--- src/rtl/muldiv_sequencer.sv ---
// -----------------------------------------------------------------------------
// muldiv_sequencer
//
// Iterative multiply/divide unit beside the ALU in the EX stage. It owns the
// HI/LO registers and runs MULT, MULTU, DIV and DIVU:
//   - multiply: 32 iterations of shift-add on a 65-bit accumulator
//   - divide:   32 iterations of restoring division on remainder:quotient
// Signed operations work on magnitudes. A final FIX cycle applies the sign
// correction and writes HI/LO. While an operation is in flight the unit asks
// the hazard logic to stall any instruction that would touch it.
//
// Ports
//   clk          system clock, rising edge
//   rst          asynchronous active-high reset
//   start        issue the operation selected by op
//   op           00 MULT, 01 MULTU, 10 DIV, 11 DIVU
//   data1        rs operand (multiplicand / dividend), also MTHI/MTLO data
//   data2        rt operand (multiplier / divisor)
//   hi_we        MTHI: HI <= data1 (only honoured when idle)
//   lo_we        MTLO: LO <= data1 (only honoured when idle)
//   hilo_rd      EX instruction is MFHI/MFLO
//   busy         operation in flight
//   stall        combinational; freeze IF/ID/EX
//   done         one-cycle pulse when HI/LO have been updated
//   div_by_zero  one-cycle pulse together with done on a divide by zero
//   hi, lo       HI and LO registers
// -----------------------------------------------------------------------------
module muldiv_sequencer #(
    parameter int WIDTH = 32,
    parameter int ITER  = 32   // iterations per operation; must equal WIDTH
) (
    input  logic             clk,
    input  logic             rst,
    input  logic             start,
    input  logic [1:0]       op,
    input  logic [WIDTH-1:0] data1,
    input  logic [WIDTH-1:0] data2,
    input  logic             hi_we,
    input  logic             lo_we,
    input  logic             hilo_rd,
    output logic             busy,
    output logic             stall,
    output logic             done,
    output logic             div_by_zero,
    output logic [WIDTH-1:0] hi,
    output logic [WIDTH-1:0] lo
);

    localparam int CNT_W = (ITER > 1) ? $clog2(ITER) : 1;
    localparam int ACC_W = 2 * WIDTH + 1;

    typedef enum logic [1:0] {
        S_IDLE,
        S_RUN,
        S_FIX
    } state_t;

    // -------------------------------------------------------------------------
    // State
    // -------------------------------------------------------------------------
    state_t           state_q;
    logic [CNT_W-1:0] cnt_q;
    // Multiply: [2W:W] running sum (with carry), [W-1:0] multiplier.
    // Divide:   [2W-1:W] remainder, [W-1:0] dividend shifting into quotient.
    logic [ACC_W-1:0] acc_q;
    logic [WIDTH-1:0] opnd_q;       // multiplicand or divisor magnitude
    logic             is_div_q;
    logic             neg_q;        // product / quotient must be negated
    logic             rem_neg_q;    // remainder must be negated
    logic             dbz_q;        // FIX entered on divide by zero
    logic             busy_q;
    logic             done_q;
    logic             div_by_zero_q;
    logic [WIDTH-1:0] hi_q;
    logic [WIDTH-1:0] lo_q;

    // -------------------------------------------------------------------------
    // Operand decode at issue
    // -------------------------------------------------------------------------
    logic             op_is_div;
    logic             sgn1;
    logic             sgn2;
    logic [WIDTH-1:0] mag1;
    logic [WIDTH-1:0] mag2;

    // NOTE: every signal driven in an always_comb gets a value first, so no
    // path through the block can leave it unassigned and infer a latch.
    always_comb begin
        op_is_div = op[1];
        sgn1      = ~op[0] & data1[WIDTH-1];
        sgn2      = ~op[0] & data2[WIDTH-1];
        // Two's-complement negate of the most negative value yields the same
        // bit pattern, which is exactly its unsigned magnitude.
        mag1      = sgn1 ? -data1 : data1;
        mag2      = sgn2 ? -data2 : data2;
    end

    // -------------------------------------------------------------------------
    // One iteration of each algorithm
    // -------------------------------------------------------------------------
    logic [WIDTH:0]   mul_sum;
    logic [ACC_W-1:0] mul_next;
    logic [WIDTH:0]   div_rem_sh;   // remainder after the left shift, W+1 bits
    logic             div_ge;
    logic [WIDTH-1:0] div_diff;
    logic [ACC_W-1:0] div_next;

    always_comb begin
        mul_sum = {1'b0, acc_q[2*WIDTH-1:WIDTH]} + {1'b0, opnd_q};
        if (acc_q[0]) begin
            mul_next = {1'b0, mul_sum, acc_q[WIDTH-1:1]};
        end else begin
            mul_next = acc_q >> 1;
        end

        // The shifted remainder can reach 2*divisor, hence the extra bit; the
        // difference kept on success is always below the divisor.
        div_rem_sh = {acc_q[2*WIDTH-1:WIDTH], acc_q[WIDTH-1]};
        div_ge     = div_rem_sh >= {1'b0, opnd_q};
        div_diff   = WIDTH'(div_rem_sh - {1'b0, opnd_q});
        if (div_ge) begin
            div_next = {1'b0, div_diff, acc_q[WIDTH-2:0], 1'b1};
        end else begin
            div_next = {1'b0, div_rem_sh[WIDTH-1:0], acc_q[WIDTH-2:0], 1'b0};
        end
    end

    // -------------------------------------------------------------------------
    // Sign correction applied in FIX
    // -------------------------------------------------------------------------
    logic [2*WIDTH-1:0] prod_fix;
    logic [WIDTH-1:0]   quot_fix;
    logic [WIDTH-1:0]   rem_fix;

    always_comb begin
        prod_fix = neg_q     ? -acc_q[2*WIDTH-1:0]     : acc_q[2*WIDTH-1:0];
        quot_fix = neg_q     ? -acc_q[WIDTH-1:0]       : acc_q[WIDTH-1:0];
        rem_fix  = rem_neg_q ? -acc_q[2*WIDTH-1:WIDTH] : acc_q[2*WIDTH-1:WIDTH];
    end

    // -------------------------------------------------------------------------
    // Sequencer
    // -------------------------------------------------------------------------
    // NOTE: registers are updated with non-blocking assignments so every
    // right-hand side reads the pre-edge value regardless of statement order.
    always_ff @(posedge clk or posedge rst) begin
        if (rst) begin
            // NOTE: the work registers are reset too, not only the control
            // state, so an aborted operation leaves nothing behind.
            state_q       <= S_IDLE;
            cnt_q         <= '0;
            acc_q         <= '0;
            opnd_q        <= '0;
            is_div_q      <= 1'b0;
            neg_q         <= 1'b0;
            rem_neg_q     <= 1'b0;
            dbz_q         <= 1'b0;
            busy_q        <= 1'b0;
            done_q        <= 1'b0;
            div_by_zero_q <= 1'b0;
            hi_q          <= '0;
            lo_q          <= '0;
        end else begin
            done_q        <= 1'b0;
            div_by_zero_q <= 1'b0;

            case (state_q)
                S_IDLE: begin
                    // MTHI/MTLO are only honoured here; while busy the stalled
                    // pipeline presents them again later.
                    if (hi_we) begin
                        hi_q <= data1;
                    end
                    if (lo_we) begin
                        lo_q <= data1;
                    end

                    if (start) begin
                        busy_q    <= 1'b1;
                        cnt_q     <= '0;
                        is_div_q  <= op_is_div;
                        neg_q     <= sgn1 ^ sgn2;
                        rem_neg_q <= sgn1;
                        if (op_is_div) begin
                            acc_q  <= {{(WIDTH + 1){1'b0}}, mag1};
                            opnd_q <= mag2;
                        end else begin
                            acc_q  <= {{(WIDTH + 1){1'b0}}, mag2};
                            opnd_q <= mag1;
                        end
                        if (op_is_div && (data2 == '0)) begin
                            dbz_q   <= 1'b1;
                            state_q <= S_FIX;
                        end else begin
                            dbz_q   <= 1'b0;
                            state_q <= S_RUN;
                        end
                    end
                end

                S_RUN: begin
                    acc_q <= is_div_q ? div_next : mul_next;
                    cnt_q <= cnt_q + CNT_W'(1);
                    if (cnt_q == CNT_W'(ITER - 1)) begin
                        state_q <= S_FIX;
                    end
                end

                S_FIX: begin
                    if (!dbz_q) begin
                        if (is_div_q) begin
                            hi_q <= rem_fix;
                            lo_q <= quot_fix;
                        end else begin
                            hi_q <= prod_fix[2*WIDTH-1:WIDTH];
                            lo_q <= prod_fix[WIDTH-1:0];
                        end
                    end
                    done_q        <= 1'b1;
                    div_by_zero_q <= dbz_q;
                    dbz_q         <= 1'b0;
                    busy_q        <= 1'b0;
                    state_q       <= S_IDLE;
                end

                default: begin
                    state_q <= S_IDLE;
                end
            endcase
        end
    end

    // -------------------------------------------------------------------------
    // Outputs
    // -------------------------------------------------------------------------
    assign busy        = busy_q;
    assign stall       = busy_q & (start | hilo_rd | hi_we | lo_we);
    assign done        = done_q;
    assign div_by_zero = div_by_zero_q;
    assign hi          = hi_q;
    assign lo          = lo_q;

endmodule

--- config.mk ---
export PLATFORM = sky130hd
export DESIGN_NAME = muldiv_sequencer
export DESIGN_NICKNAME = d
export VERILOG_FILES = /design/src/rtl/muldiv_sequencer.sv
export SDC_FILE = /design/constraint.sdc
export NUM_CORES = 1
export LEC_CHECK = 0
export CAP_MARGIN = 15
export CORE_MARGIN = 5
export CORE_UTILIZATION = 35
export CTS_BUF_LIST = sky130_fd_sc_hd__clkbuf_8
export CTS_CLUSTER_SIZE = 10
export DETAILED_ROUTE_END_ITERATION = 8
export GPL_TIMING_DRIVEN = 0
export PLACE_DENSITY = 0.53
export SLEW_MARGIN = 0
export SYNTH_ARGS = -nofsm -noshare
export SYNTH_HDL_FRONTEND = slang
export SYNTH_SLANG_ARGS = --single-unit
--- constraint.sdc ---
create_clock -name clk -period 6.24 [get_ports clk]
set_clock_uncertainty 0.1 [all_clocks]
set_input_delay 1.248 -clock clk [delete_from_list [all_inputs] [get_ports clk]]
set_output_delay 1.248 -clock clk [all_outputs]
set_load 0.01 [all_outputs]
==> run metrics <==
nets=2249; post-synthesis cell area=15100 µm²; # resized after CTS=0; f_max=202 MHz; Critical Path AT=5.33 ns; FILL cells=4468; CTS tree=yes; Leak Pwr=0.00717 µW; synth unique cells=76; Slowest cell on crit path=dfrtp_1; input/output buffers=138; Flop pwr share=0.220; number of synthesized register bits=174; Int Power=5220 µW; Area Growth Syn to Fin=16.9%; clock sinks=174; placed cell count=2631; Final Wtd Congestion=0.968; endpoint type of the worst setup path=flip-flop; share of cells above drive strength 1=0.0302; Initial Util=0.352; first-pass GRT wire length=101000 µm; cts hold-fix bufs=0; hold_ws=0.385 ns; initial antenna violation count=1; WL per Instance=25.9 µm; CTS buffer count=17; largest cells by area after synthesis=dfrtp_1 (29%), a21oi_1 (6.2%), o21ai_0 (6.1%), ha_1 (5.8%), nand2_1 (5.6%); GRT Residual Overflow=0; Initial DRC Count=1606; CP Max Fanout=10; CP Launch Type=flip-flop; Die X=217 µm; routed via count=15.9k; Routed Antenna Nets=0; hold crit path type=flip-flop to flip-flop; routed wl met2=30400 µm; routed wire length=69000 µm; Final Hold Viols=0; GRT Util Overall=0.286; synth warn=0; Data required, critical path=6.62 ns; num ports=140; post-synth top area cell=dfrtp_1; Die Outline Area=47300 µm²; Final Non-Filler Cells=2665; cell count after synthesis=1946; maximum VDD drop=276 µV; Async SR Flop Fraction=1.00; Syn Area/Cell=7.74 µm²; P_sw=5790 µW; Root Driver=clkbuf_8; combinational share of power=0.693; period utilization=0.792; sw frac=0.526; Slew @ Worst Pin=1.04 ns; outcome=completed; post-DP HPWL=55200 µm; Vias per Instance=5.97; post-synth top area share=0.289; drc violations=0; Setup Buffers After CTS=0; max incr delay on CP=0.65 ns; htree depth=4; met1 wire length=30300 µm; Site Rows=76; vias in the first global route=15.2k; largest net degree at the start of global routing=109; CP cell instances=ha_1, clkbuf_1, a21oi_1, nand3b_1, o21ai_0, o21ai_0, a31oi_1, o21a_1, nor2_1, clkbuf_1, a211oi_1, o32ai_1; Die Y-Extent=217 µm; Max Cap Viol=0; PD cells=626 nW/µm²; DR WL met3=5400 µm; crit path time final=4.94 ns; Core ar.=42800 µm²; Clock Latency Late Sink=0.59 ns; number of synthesized flops with an enable pin=0; Setup-failing EPs final=0; final non-filler cell area=17600 µm²; first-pass detailed-route iteration total=6; Rel. slew slack=0.299; uppermost layer routed=met5; multi-input logic area=9970 µm²; prevailing post-synth register cell=dfrtp_1; Slew Viols, Final=0; Clk pwr share=0.087; Synth Net Count=2090; Clock Tree Buf Depth=2; unrepaired setup endpoints after global routing=no; CP Class=flip-flop to flip-flop; Sequential Area=4350 µm²; Seq/Total Area, Yosys=0.289; placed cell area=17200 µm²; CTS clk-pin slew, worst paths=0.11 ns; Layout Utilization=0.411
## worst paths after layout
| kind | start | end | slack [ns] | cells past startpoint |
|---|---|---|---|---|
| max | acc_q[37]$_DFFE_PP0P_ | acc_q[58]$_DFFE_PP0P_ | 1.30 | 12 |
| min | lo[26]$_DFFE_PP0P_ | lo[26]$_DFFE_PP0P_ | 0.39 | 2 |
| max reg2reg | acc_q[37]$_DFFE_PP0P_ | acc_q[58]$_DFFE_PP0P_ | 1.30 | 12 |
| min reg2reg | lo[26]$_DFFE_PP0P_ | lo[26]$_DFFE_PP0P_ | 0.39 | 2 |
| min in group asynchronous | rst | done$_DFF_PP0_ | 0.99 | 2 |
| max in group asynchronous | rst | opnd_q[18]$_DFFE_PP0P_ | 4.06 | 3 |
## sequential cells by signal, indices dropped and copies added, names as in the netlist
signal,count
lo,32
state_q,2
is_div_q,1
acc_q,64
done,1
div_by_zero,1
cnt_q,5
dbz_q,1
rem_neg_q,1
hi,32
opnd_q,32
busy,1
neg_q,1
## layout make-up
type / count / share of cell area
diodes: 1 / 0.000142
plain buffers: 124 / 0.0268
clock buffers: 19 / 0.0149
clock inverters: 13 / 0.00981
inverters: 69 / 0.0151
multi-input cells: 1579 / 0.567
flip-flops and latches: 174 / 0.247
well taps: 546 / 0.0388
repair buffers: 140 / 0.0803
## cell usage after synthesis (8+ instances only)
| library cell | n |
|---|---|
| ha_1 | 70 |
| mux2i_1 | 50 |
| a31oi_1 | 30 |
| o41ai_1 | 9 |
| buf_1 | 8 |
| or4_1 | 10 |
| a21oi_1 | 187 |
| xor2_1 | 73 |
| nor2b_1 | 13 |
| a211oi_1 | 27 |
| o211ai_1 | 22 |
| nand2b_1 | 14 |
| o21ai_1 | 12 |
| nand2_1 | 225 |
| nand4_1 | 17 |
| mux2_2 | 13 |
| and3_1 | 13 |
| nor3_1 | 29 |
| o21ai_0 | 184 |
| o21a_1 | 11 |
| dfrtp_1 | 174 |
| clkbuf_1 | 111 |
| o21bai_1 | 11 |
| a21o_1 | 30 |
| xnor2_1 | 94 |
| nand3_1 | 28 |
| inv_1 | 66 |
| or3_1 | 13 |
| o31ai_1 | 34 |
| nor2_1 | 197 |
| nor4_1 | 20 |
| o221ai_1 | 10 |
| and2_1 | 12 |
## cell usage in the layout (no fill, tap or decap), types with 12 or more instances in the layout
cell and count:
o21ai_0 184, xnor2_1 94, nand3_1 28, clkbuf_8 19
o21ai_1 12, and3_1 13, nor2b_1 13, clkdlybuf4s50_1 138
or3_1 13, nand2_1 225, o31ai_1 34, dfrtp_1 174
nor2_1 197, nor3_1 29, ha_1 70, nor4_1 20
clkbuf_1 111, nand2b_1 14, mux2_2 13, mux2i_1 50
a31oi_1 30, nand4_1 17, and2_1 12, a211oi_1 27
xor2_1 73, inv_1 69, a21o_1 30, a21oi_1 187
o211ai_1 22
## worst max-delay path, delay by kind of cell, from the launching register on
kind	cells	cell delay (ns)
adder cells (fa/ha/maj)	1	0.32
AO/OA/AOI/OAI	7	2.16
AND/OR/NAND/NOR	2	0.78
buffers and inverters	2	0.82
flip-flops	1	0.65
## per-stage QoR
stage                     TNS [ns]  worst slack, ns  power [µW]
after floorplan                  0            0.175        7300
after global placement     -486.29            -2.82        9820
after detailed placement         0             1.33        9880
after CTS                        0             1.55       10900
after global routing             0             1.18       11800
final                            0             1.30       11000
## kinds of logic after synthesis
group           after synthesis  synth area share
mux                          63            0.0430
compound gates              654             0.270
xor+xnor                    167            0.0971
buf+inv                     193            0.0485
simple gates                623             0.191
flops                       174             0.289
fa+ha+maj                    72            0.0608
## metal layers
layer  track usage  vias up
li1              -     7357
met1         0.395     7715
met2         0.442      718
met3        0.0576      120
met4         0.114        2
met5             0        -
## power groups by stage
stage               registers [µW]  logic [µW]  clock network [µW]
floorplan                     2220        5070                   0
global placement              2410        7410                   0
finish                        2420        7630                 959
CTS                           2400        7500                 969
global route                  2480        8310                1010
detailed placement            2430        7460                   0
Power figures use the tool's default switching activity.
